`src/rtl/cache_arbiter_pkg.sv`:
```
// Shared types for the I/D cache memory arbiter: FSM states and port identifiers.
package arbiter_types;

  typedef enum logic [1:0] {
    IDLE,
    SERVE_I,
    SERVE_D,
    RELEASE
  } arb_state_t;

  typedef enum logic {
    PORT_I,
    PORT_D
  } arb_port_t;

endpackage

```
`src/rtl/cache_arbiter.sv`:
```
// Round-robin arbiter sharing one cacheline memory port between the I-cache and D-cache.
// One transaction in flight; each grant is latched and held until mem_resp.
module cache_arbiter
  import arbiter_types::*;
#(
  parameter int LINE_W = 256,
  parameter int ADDR_W = 32
) (
  input  logic              clk,
  input  logic              rst_n,
  input  logic              i_read,
  input  logic [ADDR_W-1:0] i_address,
  output logic [LINE_W-1:0] i_rdata,
  output logic              i_resp,
  input  logic              d_read,
  input  logic              d_write,
  input  logic [ADDR_W-1:0] d_address,
  input  logic [LINE_W-1:0] d_wdata,
  output logic [LINE_W-1:0] d_rdata,
  output logic              d_resp,
  output logic              mem_read,
  output logic              mem_write,
  output logic [ADDR_W-1:0] mem_address,
  output logic [LINE_W-1:0] mem_wdata,
  input  logic [LINE_W-1:0] mem_rdata,
  input  logic              mem_resp,
  output arb_state_t        dbg_state
);

  arb_state_t        state;
  arb_port_t         last_grant;
  arb_port_t         pick;
  logic              d_req;
  logic [LINE_W-1:0] i_rdata_q;
  logic [LINE_W-1:0] d_rdata_q;

  // Contested requests go to whichever port was not granted last.
  function automatic arb_port_t pick_port(input logic ireq, input logic dreq,
                                          input arb_port_t last);
    if (ireq && dreq) begin
      if (last == PORT_I) return PORT_D;
      else                return PORT_I;
    end else if (dreq) begin
      return PORT_D;
    end else begin
      return PORT_I;
    end
  endfunction

  assign d_req = d_read | d_write;
  assign pick  = pick_port(i_read, d_req, last_grant);

  // mem_read/mem_write/mem_address/mem_wdata double as the owner register:
  // loaded only on a grant, so live request inputs never reach the memory port.
  always_ff @(posedge clk or negedge rst_n) begin
    if (!rst_n) begin
      state       <= IDLE;
      last_grant  <= PORT_I;
      mem_read    <= 1'b0;
      mem_write   <= 1'b0;
      mem_address <= '0;
      mem_wdata   <= '0;
      i_rdata_q   <= '0;
      d_rdata_q   <= '0;
    end else begin
      case (state)
        IDLE: begin
          if (i_read || d_req) begin
            last_grant <= pick;
            if (pick == PORT_I) begin
              state       <= SERVE_I;
              mem_read    <= 1'b1;
              mem_write   <= 1'b0;
              mem_address <= i_address;
            end else begin
              state       <= SERVE_D;
              mem_read    <= d_read;
              mem_write   <= d_write;
              mem_address <= d_address;
              mem_wdata   <= d_wdata;
            end
          end
        end
        SERVE_I: begin
          if (mem_resp) begin
            state     <= RELEASE;
            mem_read  <= 1'b0;
            mem_write <= 1'b0;
            i_rdata_q <= mem_rdata;
          end
        end
        SERVE_D: begin
          if (mem_resp) begin
            state     <= RELEASE;
            mem_read  <= 1'b0;
            mem_write <= 1'b0;
            d_rdata_q <= mem_rdata;
          end
        end
        RELEASE: state <= IDLE;
        default: state <= IDLE;
      endcase
    end
  end

  // Responses are combinational from mem_resp so the cache sees data in the same cycle.
  assign i_resp    = (state == SERVE_I) && mem_resp;
  assign d_resp    = (state == SERVE_D) && mem_resp;
  assign i_rdata   = i_resp ? mem_rdata : i_rdata_q;
  assign d_rdata   = d_resp ? mem_rdata : d_rdata_q;
  assign dbg_state = state;

endmodule

```
`config.mk`:
```
export PLATFORM = sky130hd
export DESIGN_NAME = cache_arbiter
export DESIGN_NICKNAME = d
export VERILOG_FILES = /design/src/rtl/cache_arbiter_pkg.sv /design/src/rtl/cache_arbiter.sv
export SDC_FILE = /design/constraint.sdc
export NUM_CORES = 1
export LEC_CHECK = 0
export CAP_MARGIN = 20
export CELL_PAD_IN_SITES_DETAIL_PLACEMENT = 0
export CELL_PAD_IN_SITES_GLOBAL_PLACEMENT = 1
export CORE_AREA = 2 2 542 544
export CTS_CLUSTER_DIAMETER = 40
export DETAILED_ROUTE_END_ITERATION = 16
export DIE_AREA = 0 0 544 546
export PLACE_DENSITY = 0.39
export SETUP_SLACK_MARGIN = 0.2
export SLEW_MARGIN = 20
export SYNTH_ARGS = -nofsm -noshare
export SYNTH_HDL_FRONTEND = slang
export SYNTH_SLANG_ARGS = --single-unit
```
`constraint.sdc`:
```
create_clock -name clk -period 2.8 [get_ports clk]
set_input_delay 0.7 -clock clk [delete_from_list [all_inputs] [get_ports clk]]
set_output_delay 0.7 -clock clk [all_outputs]
set_load 0.03 [all_outputs]
```
==> run metrics <==
GR Overflow Total 0; Worst EP required 2.10 ns; CTS tree built; Worst Setup Path Type register to primary output; Die ar. 297000 µm²; Total GRT Usage 0.140; Core Area 292000 µm²; final worst-path setup slack -0.733 ns; worst reg2reg path endpoint mem_wdata[12]$_DFFE_PN0P_; Clock Skew 0.0400 ns; HP Class input port to async pin; # nets final 4115; initial core utilization 0.107; Lkg Pwr 26.1 nW; sequential area share after synthesis 0.647; Reg clk slew, reported paths 0.04 ns; Critical Path AT 2.83 ns; Routed WL 216000 µm; YS warnings 0; Max-Cap Viols 0; top-area cell type share of the netlist area 0.647; share of post-route cells with drive strength above 1 0.505; failing checks setup timing; Slew Limit Fails 0; cells after synthesis 1795; Final Non-Filler Cells 7676; Routed Antenna Nets 0; worst slew pin tran 0.682 ns; status complete, but fails checks; clock latency on the worst-skew pair 0.84 ns; VDD IR max 0.000661 V; largest net degree at the start of global routing 66; DRC 0; type of origin of the critical path register; final hold violation count 0; first-pass GRT wire length 272000 µm; Tcrit/Tclk final 1.26; worst reg2reg setup slack 0.47 ns; leading area contributor after synthesis dfrtp_1; Pwr Total 92.9 mW; Reg2Reg Depth 9; Finish-stage setup viols 517; Final GP Congestion 0.806; Die H 546 µm; CP Capture Type primary output; Ports 1388; Critical Path Sink d_rdata[107]; switching portion of total power 0.403; row count 199; Net Sw Power 37.4 mW; mean area per synthesized cell 17.3 µm²; most common cell after layout, fill and taps aside clkdlybuf4s50_1; Final min period 3.53 ns; clock root buffer clkbuf_16; ranking of synthesized cells by area dfrtp_1 65%, mux2_2 20%, mux2_4 11%; placed cell areas 50100 µm²; CTS Sinks 805; 1st-iter DRT viols 862; via count of the routed design 23800; clk buf depth 4; initial antenna violation count 202; slew margin rel. 0.544; Layout area overhead 92.3%; CP Max Fanout 7; HPWL Detailed 177000 µm; fmax 283 MHz; post-route cell area 59800 µm²; Yosys reg bits 805; vias per cell 3.09; internal cell power 55.5 mW; Die W 544 µm; commonest cells after routing, fill and taps aside 859 x clkdlybuf4s50_1, 804 x dfrtp_1, 422 x mux2_2; PwrDens 1550 nW/µm²; placed insts 7153; I/O Buffers 1387; Mapped Nets 2382; Cell Area, Synth 31100 µm²; DR WL/cell 28.1 µm; Distinct cells, synth 21; setup repair after global routing missed its margin yes; critical path launch point dbg_state[0]$_DFFE_PN0P_; Clock Power Share 0.282; Pre-Repair DR Iteration Count 4; worst r2r src dbg_state[0]$_DFFE_PN0P_; Logic pwr share 0.504; number of global-route vias before repair 25700; sequential share of power 0.214; TritonCTS Buffers 215; CTS H-Tree Depth 4
how the worst min path moves through the flow:
stage	cells past startpoint	end
after floorplan	0	d_rdata_q[0]$_DFFE_PN0P_
after detailed placement	2	mem_address[15]$_DFFE_PN0P_
after global placement	2	mem_address[15]$_DFFE_PN0P_
final	2	mem_address[26]$_DFFE_PN0P_
after global routing	2	mem_wdata[135]$_DFFE_PN0P_
after CTS	2	mem_wdata[16]$_DFFE_PN0P_
final cells by class:
cell class / count / area [µm²]
fillers: 31300 / 232000
flip-flops and latches: 805 / 20100
repair buffers: 1611 / 16200
multi-input cells: 889 / 10800
clock buffers: 290 / 6170
well taps: 3919 / 4900
clock inverters: 104 / 1480
diodes: 52 / 130
inverters: 6 / 22.5
worst max-delay path: stages (launching register included):
cell	delay, ns
dfrtp_2	0.42
inv_2	0.07
ha_2	0.17
and2_4	0.15
buf_12	0.15
buf_16	0.17
buf_16	0.19
buf_12	0.13
mux2_2	0.35
buf_6	0.15
Yosys cell counts:
library cell  count
a211oi_1          2
a21oi_1           3
a2bb2oi_2         1
and2_1            1
buf_1             2
buf_2            61
buf_6            26
clkbuf_1          6
dfrtp_1         805
ha_1              5
inv_1             6
mux2_2          542
mux2_4          229
mux2i_1          34
nand2_1          35
nand2_2           1
nor2_1            1
nor4b_1           1
o21ai_0          32
o2bb2ai_2         1
o31ai_1           1
sequential cells by signal, summed over array words and instances (netlist names):
name and cells:
mem_read 1, last_grant 1, dbg_state 2, i_rdata_q 256
mem_wdata 256, mem_address 32, mem_write 1, d_rdata_q 256
power groups by stage:
| stage | logic (mW) | registers, mW | clock network [mW] |
|---|---|---|---|
| floorplan | 20.6 | 23.7 | 0 |
| finish | 46.8 | 19.9 | 26.2 |
| global placement | 45.6 | 19.9 | 0 |
| global route | 48.8 | 20.6 | 27.6 |
| detailed placement | 45.4 | 20.0 | 0 |
| CTS | 46.7 | 20.0 | 26.9 |
kinds of logic (layout without fill, tap and decap cells):
| logic type | count (synthesis) | in the layout | share of synthesized area |
|---|---|---|---|
| mux | 805 | 805 | 0.318 |
| flops | 805 | 805 | 0.647 |
| buf+inv | 101 | 2011 | 0.0209 |
| compound gates | 40 | 40 | 0.00732 |
| simple gates | 39 | 39 | 0.00503 |
| fa+ha+maj | 5 | 5 | 0.00201 |
| other cells | 0 | 52 | 0 |
routing by layer:
metal / GRT usage / part of all wire / up-vias
met5: 0 / 0.0062 / -
met4: 0.0329 / 0.025 / 200
met3: 0.0908 / 0.15 / 503
met2: 0.230 / 0.46 / 1319
met1: 0.147 / 0.36 / 11700
li1: - / - / 10000
what timing repair did:
item	in CTS	in global routing
resized for setup	593	271
hold buffers	1	0
hold endpoints to repair	27	0
endpoints found under the setup margin	793	793
gates cloned	9	9
buffers inserted	33	25
metrics by stage:
step           setup WS, ns  hold slack (ns)  setup TNS [ns]  utilization
2_1_floorplan         0.232            0.404               0            -
3_3_place_gp         -0.853            0.461         -331.28        0.172
3_5_place_dp         -0.878            0.470         -335.75        0.172
4_1_cts              -0.852            0.362         -383.14        0.202
5_1_grt              -0.872            0.408         -396.36        0.205
6_report             -0.733            0.436         -319.97        0.205
Note: power is estimated with default switching activity, not from simulation.
